`config.mk`:
```
export PLATFORM = sky130hd
export DESIGN_NAME = touch_keypad_n
export DESIGN_NICKNAME = d
export VERILOG_FILES = /design/src/rtl/touch_keypad_n.sv
export SDC_FILE = /design/constraint.sdc
export NUM_CORES = 1
export LEC_CHECK = 0
export BUFFER_PORTS_ARGS = -buffer_cell sky130_fd_sc_hd__buf_2
export CAP_MARGIN = 20
export CORE_AREA = 2 2 124 126
export DETAILED_ROUTE_END_ITERATION = 8
export DIE_AREA = 0 0 126 128
export SLEW_MARGIN = 15
export SYNTH_ARGS = -nofsm -noshare
export SYNTH_HDL_FRONTEND = slang
export SYNTH_SLANG_ARGS = --single-unit
```
`constraint.sdc`:
```
create_clock -name clk -period 3 [get_ports clk]
set_input_delay 0.6 -clock clk [delete_from_list [all_inputs] [get_ports clk]]
set_output_delay 0.6 -clock clk [all_outputs]
set_load 0.005 [all_outputs]
```
`src/rtl/touch_keypad_n.sv`:
```
// touch_keypad_n
//   Turns a stream of touch-panel samples into debounced key events for one
//   horizontal row of rectangular on-screen keys. Only one key is tracked at a
//   time; a second key has to wait until the first is released.
//
// Ports
//   clk          rising-edge clock
//   reset        asynchronous, active-high reset
//   touch_valid  one-cycle strobe: touch_down/gr_x/gr_y carry a new sample
//   touch_down   panel reports contact in this sample
//   gr_x, gr_y   sample coordinates (pixels)
//   key_hit      raw geometric hit of the last valid sample (one-hot or zero)
//   key_press    one-cycle pulse on accepted press or auto-repeat
//   key_release  one-cycle pulse on accepted release
//   key_held     high while the tracked key is in the PRESSED state
//   key_toggle   per-key latch, flips on each accepted press (not on repeats)
//   key_code     index of the held key, zero when nothing is held
module touch_keypad_n #(
  parameter int NUM_KEYS   = 3,
  parameter int X0         = 11,
  parameter int Y0         = 11,
  parameter int KEY_W      = 90,
  parameter int KEY_H      = 80,
  parameter int PITCH      = 110,
  parameter int DEB_CNT    = 3,
  parameter int REL_CNT    = 2,
  parameter int REPEAT_EN  = 1,
  parameter int REPEAT_DLY = 10,
  parameter int REPEAT_PER = 4
) (
  input  logic                clk,
  input  logic                reset,
  input  logic                touch_valid,
  input  logic                touch_down,
  input  logic [10:0]         gr_x,
  input  logic [9:0]          gr_y,
  output logic [NUM_KEYS-1:0] key_hit,
  output logic [NUM_KEYS-1:0] key_press,
  output logic [NUM_KEYS-1:0] key_release,
  output logic [NUM_KEYS-1:0] key_held,
  output logic [NUM_KEYS-1:0] key_toggle,
  output logic [3:0]          key_code
);

  localparam logic [15:0] DEB_N    = 16'(DEB_CNT);
  localparam logic [15:0] REL_N    = 16'(REL_CNT);
  localparam logic [15:0] DLY_N    = 16'(REPEAT_DLY);
  localparam logic [15:0] PER_N    = 16'(REPEAT_PER);
  // Headroom below all-ones so the hold count can never wrap.
  localparam logic [15:0] HOLD_MAX = 16'hFFFF - PER_N;
  localparam logic [31:0] Y_LO     = 32'(Y0);
  localparam logic [31:0] Y_HI     = 32'(Y0 + KEY_H - 1);

  typedef enum logic [1:0] {IDLE, CAND, PRESSED, REL_WAIT} state_t;

  state_t              state_q, state_d;
  logic [3:0]          cand_q, cand_d;
  logic [15:0]         cnt_q, cnt_d;
  logic [15:0]         rel_q, rel_d;
  logic [15:0]         hold_q, hold_d;
  logic [15:0]         rep_q, rep_d;
  logic [NUM_KEYS-1:0] key_hit_q, key_hit_d;
  logic [NUM_KEYS-1:0] key_press_q, key_press_d;
  logic [NUM_KEYS-1:0] key_release_q, key_release_d;
  logic [NUM_KEYS-1:0] key_toggle_q, key_toggle_d;

  logic                samp_found;
  logic [3:0]          samp_idx;
  logic                on_cand;
  logic                press_ev, rel_ev, accept_ev;
  logic [31:0]         x_ext, y_ext, lo_x, hi_x;

  // Geometric decode, 32-bit unsigned so region bounds never wrap. Scanning
  // downward lets the lowest matching key win.
  always_comb begin
    x_ext      = {21'd0, gr_x};
    y_ext      = {22'd0, gr_y};
    lo_x       = '0;
    hi_x       = '0;
    samp_found = 1'b0;
    samp_idx   = 4'd0;
    if (touch_down && (y_ext >= Y_LO) && (y_ext <= Y_HI)) begin
      for (int i = NUM_KEYS - 1; i >= 0; i--) begin
        lo_x = 32'(X0 + i * PITCH);
        hi_x = lo_x + 32'(KEY_W - 1);
        if ((x_ext >= lo_x) && (x_ext <= hi_x)) begin
          samp_found = 1'b1;
          samp_idx   = 4'(i);
        end
      end
    end
  end

  assign on_cand = samp_found && (samp_idx == cand_q);

  always_comb begin
    state_d   = state_q;
    cand_d    = cand_q;
    cnt_d     = cnt_q;
    rel_d     = rel_q;
    hold_d    = hold_q;
    rep_d     = rep_q;
    key_hit_d = key_hit_q;
    press_ev  = 1'b0;
    rel_ev    = 1'b0;
    accept_ev = 1'b0;
    if (touch_valid) begin
      for (int j = 0; j < NUM_KEYS; j++) begin
        key_hit_d[j] = samp_found && (samp_idx == 4'(j));
      end
      case (state_q)
        IDLE: begin
          if (samp_found) begin
            cand_d = samp_idx;
            cnt_d  = 16'd1;
            if (DEB_N == 16'd1) begin
              state_d   = PRESSED;
              hold_d    = 16'd1;
              rep_d     = 16'd0;
              press_ev  = 1'b1;
              accept_ev = 1'b1;
            end else begin
              state_d = CAND;
            end
          end
        end
        CAND: begin
          if (on_cand) begin
            cnt_d = cnt_q + 16'd1;
            if (cnt_q + 16'd1 == DEB_N) begin
              state_d   = PRESSED;
              hold_d    = cnt_q + 16'd1;
              rep_d     = 16'd0;
              press_ev  = 1'b1;
              accept_ev = 1'b1;
            end
          end else if (samp_found) begin
            cand_d = samp_idx;
            cnt_d  = 16'd1;
          end else begin
            state_d = IDLE;
            cnt_d   = 16'd0;
          end
        end
        PRESSED: begin
          if (on_cand) begin
            if (hold_q < HOLD_MAX) hold_d = hold_q + 16'd1;
            // First repeat fires when the hold count lands on the delay;
            // after that a separate phase counter paces the repeats, so
            // hold-count saturation cannot create or drop a repeat.
            if (REPEAT_EN != 0) begin
              if (hold_q < DLY_N) begin
                if (hold_q + 16'd1 == DLY_N) begin
                  press_ev = 1'b1;
                  rep_d    = 16'd0;
                end
              end else if (rep_q + 16'd1 >= PER_N) begin
                press_ev = 1'b1;
                rep_d    = 16'd0;
              end else begin
                rep_d = rep_q + 16'd1;
              end
            end
          end else if (REL_N == 16'd1) begin
            state_d = IDLE;
            rel_ev  = 1'b1;
            cnt_d   = 16'd0;
            hold_d  = 16'd0;
          end else begin
            state_d = REL_WAIT;
            rel_d   = 16'd1;
          end
        end
        REL_WAIT: begin
          // Any sample not on the tracked key counts toward release, so a
          // slide onto a neighbour releases the old key only.
          if (on_cand) begin
            state_d = PRESSED;
            rel_d   = 16'd0;
          end else if (rel_q + 16'd1 == REL_N) begin
            state_d = IDLE;
            rel_ev  = 1'b1;
            rel_d   = 16'd0;
            cnt_d   = 16'd0;
            hold_d  = 16'd0;
          end else begin
            rel_d = rel_q + 16'd1;
          end
        end
        default: state_d = IDLE;
      endcase
    end
  end

  always_comb begin
    key_press_d   = '0;
    key_release_d = '0;
    key_toggle_d  = key_toggle_q;
    for (int j = 0; j < NUM_KEYS; j++) begin
      key_press_d[j]   = press_ev && (cand_d == 4'(j));
      key_release_d[j] = rel_ev && (cand_d == 4'(j));
      if (accept_ev && (cand_d == 4'(j))) key_toggle_d[j] = ~key_toggle_q[j];
    end
  end

  always_ff @(posedge clk or posedge reset) begin
    if (reset) begin
      state_q       <= IDLE;
      cand_q        <= 4'd0;
      cnt_q         <= 16'd0;
      rel_q         <= 16'd0;
      hold_q        <= 16'd0;
      rep_q         <= 16'd0;
      key_hit_q     <= '0;
      key_press_q   <= '0;
      key_release_q <= '0;
      key_toggle_q  <= '0;
    end else begin
      state_q       <= state_d;
      cand_q        <= cand_d;
      cnt_q         <= cnt_d;
      rel_q         <= rel_d;
      hold_q        <= hold_d;
      rep_q         <= rep_d;
      key_hit_q     <= key_hit_d;
      key_press_q   <= key_press_d;
      key_release_q <= key_release_d;
      key_toggle_q  <= key_toggle_d;
    end
  end

  always_comb begin
    for (int j = 0; j < NUM_KEYS; j++) begin
      key_held[j] = (state_q == PRESSED) && (cand_q == 4'(j));
    end
  end

  assign key_code    = (state_q == PRESSED) ? cand_q : 4'd0;
  assign key_hit     = key_hit_q;
  assign key_press   = key_press_q;
  assign key_release = key_release_q;
  assign key_toggle  = key_toggle_q;

endmodule
```
## Word-level counts from Yosys, hierarchy flattened

Cells that the tools add are included.

| operators by class | value |
|---|---|
| multipliers | 0 |
| reductions and logical operators | 34 |
| magnitude comparators | 11 |
| equality and inequality tests | 25 |
| mux-type cells | 57 |
| add/subtract/negate cells | 4 |
| bitwise operators | 3 |
| shifts and indexed selects | 0 |
| divide/modulo/power cells | 0 |

Operators by type and width:

| operator | count |
|---|---|
| 16-bit two-way mux | 17 |
| 16-bit case mux with 3 select lines | 2 |
| 16-bit by 1-bit adder with 16-bit output, second input constant | 4 |
| 16-bit case mux with 2 select lines | 2 |
| 16-bit by 2-bit equality test with 1-bit output, second input constant | 2 |
| 4-bit two-way mux | 7 |
| 1-bit logical AND | 21 |
| 1-bit two-way mux | 18 |
| 16-bit by 4-bit equality test with 1-bit output, second input constant | 1 |
| 16-bit by 3-bit greater-or-equal comparator with 1-bit output, second input constant | 1 |
| 16-bit < comparator, second input constant | 1 |
| 16-bit by 4-bit < comparator with 1-bit output, second input constant | 1 |
| 2-bit two-way mux | 8 |
| 2-bit != test, second input constant | 8 |
| 4-bit by 1-bit equality test with 1-bit output, second input constant | 3 |
| 4-bit by 2-bit equality test with 1-bit output, second input constant | 3 |
| 4-bit logical NOT | 3 |
| 3-bit != test, second input constant | 4 |
| 6-bit AND reduction | 2 |
| 11-bit by 4-bit greater-or-equal comparator with 1-bit output, second input constant | 1 |
| 11-bit by 7-bit greater-or-equal comparator with 1-bit output, second input constant | 1 |
| 11-bit by 8-bit greater-or-equal comparator with 1-bit output, second input constant | 1 |
| 11-bit by 7-bit less-or-equal comparator with 1-bit output, second input constant | 1 |
| 11-bit by 8-bit less-or-equal comparator with 1-bit output, second input constant | 1 |
| other kinds (16) | 21 |

| word-level totals | value |
|---|---|
| RAM bits | 0 |
| output and inout bits | 19 |
| logic and storage cells | 146 |
| memory bits (read-only) | 0 |
| flip-flop bits (word level) | 82 |
| memories kept | 0 |
| latch bits | 0 |
| input bits | 25 |

## Longest topological paths before layout

Gate-level depths: netlist of run 1.

| logic depth | value |
|---|---|
| word-level depth | 13 |
| mapped depth | 13 |
| depth with buffers taken out | 10 |

## Worst setup path before layout of run 1

Ideal clock, no wire load.

| timing path | value |
|---|---|
| path kind | input port to flip-flop |
| from | input port gr_y[7] |
| to | register hold_q[12] |
| setup time | 126 ps |
| required time | 2,874 ps |
| stages on the path | 9 |
| path buffers | 2 |
| arrival | 2,990 ps |
| setup slack | -116 ps |
| cells stage by stage | or4b_1 > a211o_1 > a21oi_4 > nand2_1 > or4_1 > buf_2 > a21o_1 > buf_6 > a221o_1 |

| on the way | value |
|---|---|
| longest elaborated chain between the ends | 8 |
| elaborated cells on any way between the ends | 12 |
| those cells by class | order compare: 2; eq/ne: 4; mux: 2; reduce/logical: 4 |

Ends and longest elaborated chain:

| element | RTL line | RTL |
|---|---|---|
| from (decl) | 36 | `input logic [9:0] gr_y,` |
| 10-bit by 4-bit greater-or-equal comparator with 1-bit output | 82 | `if (touch_down && (y_ext >= Y_LO) && (y_ext <= Y_HI)) begin` |
| 1-bit logical AND | 82 |  |
| 1-bit logical AND * | 82 |  |
| 4-bit two-way mux | 82 |  |
| 4-bit equality test | 94 | `assign on_cand = samp_found && (samp_idx == cand_q);` |
| 1-bit logical AND * | 94 |  |
| 2-bit != test (no line) | - |  |
| 8-bit AND reduction (no line) * | - |  |
| to (signal assigned) | 223 | `hold_q <= hold_d;` |
| to (decl) | 60 | `logic [15:0] hold_q, hold_d;` |

Mark *: on every way between the ends. The rest lies on a longest branch, timed or not.
A chain may end at the register's enable or synchronous reset.

## Worst setup path after layout of run 1

| timing path | value |
|---|---|
| from | register cnt_q[0] |
| to | register hold_q[6] |

| on the way | value |
|---|---|
| longest elaborated chain between the ends | 4 |
| elaborated cells on any way between the ends | 7 |
| those cells by class | add/sub: 1; eq/ne: 2; mux: 3; reduce/logical: 1 |

Ends and longest elaborated chain:

| element | RTL line | RTL |
|---|---|---|
| from (decl) | 58 | `logic [15:0] cnt_q, cnt_d;` |
| from (signal assigned) | 221 | `cnt_q <= cnt_d;` |
| 16-bit by 1-bit adder with 16-bit output * | 130, 132 |  |
| 16-bit by 2-bit equality test with 1-bit output / 16-bit two-way mux (equally long branches) | 130 | `if (cnt_q + 16'd1 == DEB_N) begin` |
| 2-bit != test (no line) / 16-bit two-way mux (equally long branches) | - |  |
| 8-bit AND reduction (no line) / 16-bit case mux with 3 select lines (equally long branches) | - |  |

Mark *: on every way between the ends. The rest lies on a longest branch, timed or not. The select of a mux whose other input is x is not followed.

==> summary.txt, run 1 <==
Synthesis
  – Seq/Total Area, Yosys: between 30% and 40%
  – Area contributors post-synth: dfrtp_1 35%, nand2_1 4.5%, o21ai_0 4.4%
  – Post-synth top flop: dfrtp_1
  – Mean Syn Cell Area: 8.38 um^2
  – Post-synth EDFFs: 0
  – Mapped Cells: 690
  – Synth cell types: 74
  – Post-Syn Nets: 728
  – Seq cells post-synth: 82
  – Area leader, netlist: dfrtp_1
  – Post-synth top area share: 35.5%
  – Synthesized cell area: 0.00578 mm^2
  – Post-synth ARST share: 100%
  – Yosys Warn Count: 0

Global routing
  – Initial antenna violation count: 0
  – Largest net degree at the start of global routing: 47
  – Overflow after GRT: 0
  – Total track usage: 20.6%
  – First-pass GRT wire length: 27.3 mm
  – Number of global-route vias before repair: 5693

Floorplanning
  – Row count: 45
  – Die Ht: 128 um
  – Total core area: 0.0149 mm^2
  – Die span in x: approximately 130 um
  – I/O pin count: 44
  – Die area: 0.0161 mm^2
  – Starting Density: 38.9%

Critical path
  – Reg2Reg Capture Point: hold_q[6]$_DFFE_PP0P_
  – Crit path launch: cnt_q[0]$_DFFE_PP0P_
  – Slowest CP cell: or4_4
  – Required @ worst endpoint: approximately 3.3 ns
  – WP buf/inv: 1
  – R2R cell count: 11
  – Delay-heaviest family, CP: compound AO/OA/AOI/OAI gates
  – CP startpoint kind: flop
  – Crit-path max cell delay: 0.57 ns
  – CP Capture Type: flop
  – Critical Path Fanout Max: 6
  – Reg2reg start: cnt_q[0]$_DFFE_PP0P_
  – WP depth: 11
  – Worst Setup EP: hold_q[6]$_DFFE_PP0P_
  – Reg2reg setup slack: between 0.03 and 0.04 ns
  – Crit path cell chain: ha_4, and3_4, a21o_1, a211oi_4, o21bai_1, nand4b_4, or4_4, buf_8, a2111oi_2, o21ai_1, o211ai_1
  – CP Class: reg2reg
  – Crit path DAT: 3.24 ns

Cells and area
  – Area growth, synth to finish: 27.8%
  – Share of cells above drive strength 1: 27.6%
  – FILL cells: 1442
  – Final net count: 845
  – Multi-input logic area: 0.00369 mm^2
  – Sequential cell area: 0.00206 mm^2
  – Inserted Diodes: 0

Drt
  – Top Layer Used: met4
  – Initial drt markers: 375
  – Final wirelength: 16.2 mm
  – DR pass1 iterations: 5
  – DR vias: 5776
  – DRC violations left: 0
  – WL per Instance: approximately 16 um
  – Post-Route M1 WL: 7.25 mm
  – Via/cell ratio: a little under 6
  – Met2 wire len: 7.81 mm
  – Routed Antenna Nets: 0
  – Met3 routed WL: 703 um

Job
  – Max-capacitance violation count: 0

Clock tree
  – TritonCTS clock tree: yes
  – Hold-fix buffer count after cts: 0
  – # clock sinks: 82
  – Root buffer cell: clkbuf_16
  – Clk_lat worst skew: 0.35 ns
  – Worst-path clk slew: around 0.070 ns
  – Num CTS Buffers: 9
  – CTS H-tree depth: 3
  – Max Root-Sink Buffers: 2

Worst hold path
  – Worst Hold Class: in2async

STA
  – Final Max Tran Viols: 0
  – RSZ-0062 raised after global routing: true
  – WHS: 0.312 ns
  – Worst slew margin relative to its limit: 56.7%
  – Worst-Margin Slew: 0.648 ns
  – Max Fclk: approximately 340 MHz
  – Tmin final: 2.97 ns
  – Setup TNS: 0 ns
  – Crit share post-route: 99.0%
  – Final setup violation count: 0
  – Worst Clk Skew: 0.00552 ns
  – Hold Fails Final Rpt: 0

Run status
  – Run status: finished, final reports clean

Placed design
  – # port buffers: 43
  – GP Congestion: 0.871
  – DP Wirelength: approximately 12 mm

Pwr
  – Max VDD drop: between 300 and 400 uV
  – PwrDens: 543 mW/mm^2
  – Static Leakage: 3.19 nW
through the flow:
step / utilization [%] / instances / setup slack [ns] / area (um^2) / power (mW)
2_1_floorplan: - / 690 / 0.00272 / 5820 / 2.13
3_3_place_gp: 46.0 / 979 / -0.189 / 6830 / 2.63
3_5_place_dp: 46.0 / 979 / -0.217 / 6830 / 2.66
4_1_cts: 48.6 / 997 / 0.0147 / 7220 / 3.94
5_1_grt: 49.7 / 1000 / -0.0885 / 7390 / 4.26
6_report: 49.7 / 1000 / 0.0314 / 7390 / 4.02
cell usage in the layout (no fill, tap or decap), types with 11 or more instances in the layout:
cell type	instances
o21ai_0	44
nand2_1	70
a21oi_1	19
o211ai_1	14
mux2i_1	13
and2_1	25
o31ai_1	17
buf_4	98
buf_2	43
ha_1	11
nor2_1	55
inv_1	19
xor2_1	13
nand4_1	17
nand3_1	45
nor3_1	25
xnor2_1	11
dfrtp_1	77
how the worst min path moves through the flow:
| stage | from | end | slack, ns | depth (start not counted) |
|---|---|---|---|---|
| 3_5_place_dp | key_toggle[2]$_DFFE_PP0P_ | key_toggle[2]$_DFFE_PP0P_ | 0.46 | 1 |
| 5_1_grt | reset | rel_q[7]$_DFFE_PP0P_ | 0.38 | 2 |
| 4_1_cts | reset | rel_q[7]$_DFFE_PP0P_ | 0.34 | 2 |
| 3_3_place_gp | key_toggle[2]$_DFFE_PP0P_ | key_toggle[2]$_DFFE_PP0P_ | 0.45 | 1 |
| 2_1_floorplan | key_toggle[0]$_DFFE_PP0P_ | key_toggle[0]$_DFFE_PP0P_ | 0.46 | 1 |
| 6_report | reset | rel_q[7]$_DFFE_PP0P_ | 0.31 | 2 |
final cells by class:
class / count / area share [%]
clock buffers: 9 / 3.05
clock inverters: 7 / 1.37
inverters: 20 / 1.03
multi-input cells: 549 / 49.9
flip-flops and latches: 82 / 27.8
well taps: 188 / 3.18
repair buffers: 145 / 13.6
timing repair:
action,4_1_cts,5_1_grt
gates resized for setup,14,35
buffers inserted,2,3
endpoints found under the setup margin,15,50
pin swaps,2,23
cell families after synthesis:
group | after synthesis | share of synthesized area [%]
buffers and inverters | 59 | 4.37
flip-flops | 82 | 35.5
AND/OR/NAND/NOR | 319 | 29.7
multiplexers | 17 | 3.01
AO/OA/AOI/OAI | 176 | 21.0
adder cells (fa/ha/maj) | 13 | 2.81
XOR/XNOR | 24 | 3.63
sequential cells by signal (all words and copies together), names as in the netlist, named ones only:
name / cells
cand_q: 4
cnt_q: 16
hold_q: 16
key_hit: 3
key_press: 3
key_release: 3
key_toggle: 3
rel_q: 16
rep_q: 16
state_q: 1
Yosys cell counts (3+ instances only):
cell type	n
a21oi_1	21
o2111ai_1	5
mux2i_1	14
dfrtp_1	82
a31o_2	3
nor3_1	26
o21ai_0	51
o211ai_1	14
nor2b_1	6
clkbuf_1	25
xor2_1	13
o22ai_1	3
a21o_1	6
and3_1	11
or4_1	6
a211o_1	4
inv_1	20
and2_1	25
nand2b_1	3
a211oi_1	8
o221ai_1	4
a31oi_1	8
ha_1	13
mux2_2	3
nand4_1	17
o41ai_1	4
nand2_1	70
buf_2	10
and4_1	5
xnor2_1	11
nand4b_1	3
a2111oi_0	8
nor2_1	56
nor4_1	8
o31ai_1	17
or3_1	5
nand3_1	47
nand3b_1	4
buf_4	3
or2_2	8
routing by layer:
metal | global-route usage (%) | vias to the layer above
met4 | 7.43 | 0
met2 | 35.0 | 153
met1 | 26.2 | 2782
met3 | 3.96 | 38
li1 | - | 2803
met5 | 0 | -
report_power, final:
part / leakage (nW) / internal (mW) / total (mW) / switching (mW)
sequential: 1.11 / 1.18 / 1.29 / 0.107
clock: 0.158 / 0.738 / 1.24 / 0.498
combinational: 1.92 / 0.589 / 1.49 / 0.904
(Power assumes the default switching activity.)
==> run 2: changes to the inputs <==
Settings changed: REMOVE_ABC_BUFFERS set to 1.
==> summary.txt, run 2 (synthesis gave the netlist of run 1 again) <==
STA
  – Hold Fails Final Rpt: 0 (unchanged)
  – Final setup violation count: 0 (unchanged)
  – RSZ-0062 raised after global routing: true
  – Worst slew margin relative to its limit: 64.3% (+7.5 points)
  – Setup TNS: 0 ns (unchanged)
  – WHS: 0.257 ns (-0.0550 ns)
  – Tmin final: 2.90 ns (-0.0658 ns)
  – Setup slack after layout: 0.0972 ns (+0.0658 ns)
  – Worst-Margin Slew: 0.532 ns (-0.116 ns)
  – Crit share post-route: 96.8% (-2.2 points)
  – Final Max Tran Viols: 0 (unchanged)
  – Worst Clk Skew: 0.00947 ns (+0.00395 ns)
  – Max Fclk: 344 MHz (+2.3%)

Cells and area
  – Design Area, Final: 0.00726 mm^2 (-1.8%)
  – Final net count: 838 (-0.83%)
  – Commonest non-fill, non-tap cell in the layout: buf_4
  – Share of cells above drive strength 1: 25.8% (-1.7 points)
  – Inserted Diodes: 0 (unchanged)
  – Area growth, synth to finish: 25.6%
  – Most frequent cells in the layout: 89 x buf_4, 79 x dfrtp_1, 70 x nand2_1

Floorplanning
  – Die span in x: 126 um (unchanged)
  – I/O pin count: 44 (unchanged)
  – Starting Density: 38.9% (unchanged)
  – Die area: 0.0161 mm^2 (unchanged)
  – Die Ht: 128 um (unchanged)
  – Row count: 45 (unchanged)
  – Total core area: 0.0149 mm^2 (unchanged)

Clock tree
  – Root buffer cell: clkbuf_16
  – Num CTS Buffers: 9 (unchanged)
  – # clock sinks: 82 (unchanged)
  – TritonCTS clock tree: yes
  – Worst-path clk slew: 0.07 ns (about the same)
  – Clk_lat worst skew: 0.35 ns (about the same)
  – Max Root-Sink Buffers: 2 (unchanged)
  – CTS H-tree depth: 3 (unchanged)

Drt
  – Final wirelength: 15.7 mm (-2.9%)
  – DRC violations left: 0 (unchanged)
  – Routed Antenna Nets: 0 (unchanged)
  – WL per Instance: 15.8 um (-2.2%)
  – Via/cell ratio: 5.81 (+0.51%)
  – Initial drt markers: 401 (+6.9%)
  – DR vias: 5765 (-0.19%)
  – DR pass1 iterations: 5 (unchanged)

Critical path
  – Reg2reg setup slack: 0.1 ns (+0.07 ns)
  – Critical Path Fanout Max: 7 (+1)
  – Reg2Reg Capture Point: hold_q[13]$_DFFE_PP0P_
  – CP startpoint kind: flop
  – Crit path DAT: 3.17 ns (-0.07 ns)
  – Required @ worst endpoint: 3.27 ns (about the same)
  – CP Capture Type: flop
  – CP Class: reg2reg
  – R2R cell count: 11 (unchanged)
  – Reg2reg start: cnt_q[0]$_DFFE_PP0P_

Placed design
  – DP Wirelength: 11.8 mm (-1.1%)
  – GP Congestion: 0.929 (+6.7%)
  – Placement Setup Slack: -0.364 ns (-0.147 ns)
  – DP Area: 0.00678 mm^2 (-0.73%)
  – # port buffers: 43 (unchanged)

Run status
  – Run status: finished, final reports clean

Job
  – Max-capacitance violation count: 0 (unchanged)

Global routing
  – Number of global-route vias before repair: 5521 (-3.0%)
  – Largest net degree at the start of global routing: 37 (-21%)
  – First-pass GRT wire length: 26.3 mm (-3.6%)
  – Total track usage: 19.7% (-0.88 points)
  – Overflow after GRT: 0 (unchanged)
  – Initial antenna violation count: 0 (unchanged)

Pwr
  – PwrDens: 546 mW/mm^2 (+0.44%)
  – Max VDD drop: 415 uV (+14%)
  – Pint: 2.46 mW (-2.0%)
  – Psw: 1.51 mW (-0.18%)
  – Static Leakage: 3.14 nW (-1.4%)
  – Switch share: 38.0% (+0.44 points)
  – Clock power frac: 29.6% (-1.2 points)
  – Flop pwr share: 32.4% (+0.3 points)
  – Combinational power share: 38.0% (+0.8 points)

Worst hold path
  – Worst Hold Class: in2async
==> run 2: cell types whose count changed in the layout (fill, tap and decap cells not counted), sizes merged <==
cell / previous run / this run
buf: 145 / 138
clkinv: 3 / 1
inv: 21 / 23
bufinv: 2 / 1
clkinvlp: 1 / 2
==> run 2: repair_timing <==
action / CTS / global route
hold buffers: 0 / 0
buffers inserted: 0 / 2
pin swaps: 0 / 6
resized for setup: 12 / 31
endpoints found under the setup margin: 20 / 57
==> run 2: area by class of cell <==
cell class	instances	area, um^2
timing repair buffer	138	968
sequential	82	2060
tap	188	235
clock inverter	7	85.1
multi-input combinational	549	3620
inverter	20	76.3
clock buffer	9	225
fill	1462	7600
==> run 2: worst max-delay path: stages, from the launching register on <==
cell and delay [ns]:
dfrtp_1 0.41, buf_6 0.15, nand4_2 0.12, o41ai_1 0.34
buf_4 0.18, and4bb_2 0.25, nand4b_4 0.12, or4_4 0.46
buf_6 0.17, a2111oi_1 0.39, o21ai_0 0.13, o211ai_1 0.09
==> run 2: worst max path at each step <==
stage / start / end / slack [ns] / cells past startpoint
floorplan: gr_y[7] / hold_q[5]$_DFFE_PP0P_ / -0.46 / 8
global placement: gr_x[2] / hold_q[5]$_DFFE_PP0P_ / -0.22 / 11
detailed placement: gr_x[2] / hold_q[5]$_DFFE_PP0P_ / -0.36 / 11
CTS: cnt_q[0]$_DFFE_PP0P_ / hold_q[5]$_DFFE_PP0P_ / -0.001 / 12
global route: cnt_q[1]$_DFFE_PP0P_ / hold_q[5]$_DFFE_PP0P_ / -0.05 / 12
finish: cnt_q[0]$_DFFE_PP0P_ / hold_q[13]$_DFFE_PP0P_ / 0.1 / 11
==> run 2: power by group through the flow <==
stage               clock, mW  sequential (mW)  combinational [mW]
CTS                      1.20             1.28                1.44
floorplan                   0             1.30               0.754
finish                   1.17             1.28                1.51
detailed placement          0             1.30                1.41
global route             1.26             1.30                1.65
global placement            0             1.29                1.39
==> run 2: through the flow <==
| stage | instances | util, % | total power, mW |
|---|---|---|---|
| 3_5_place_dp | 975 | 45.6 | 2.71 |
| 4_1_cts | 991 | 48.0 | 3.92 |
| 2_1_floorplan | 651 | - | 2.06 |
| 3_3_place_gp | 975 | 45.6 | 2.69 |
| 5_1_grt | 993 | 48.9 | 4.21 |
| 6_report | 993 | 48.9 | 3.97 |
==> run 2: routing by layer <==
layer / vias to the layer above / global-route usage (%) / part of all wire [%]
met5: - / 0 / 0
met4: 0 / 7.43 / 1.7
met3: 19 / 2.71 / 3.2
met2: 123 / 32.2 / 48
met1: 2837 / 26.7 / 47
li1: 2786 / - / -
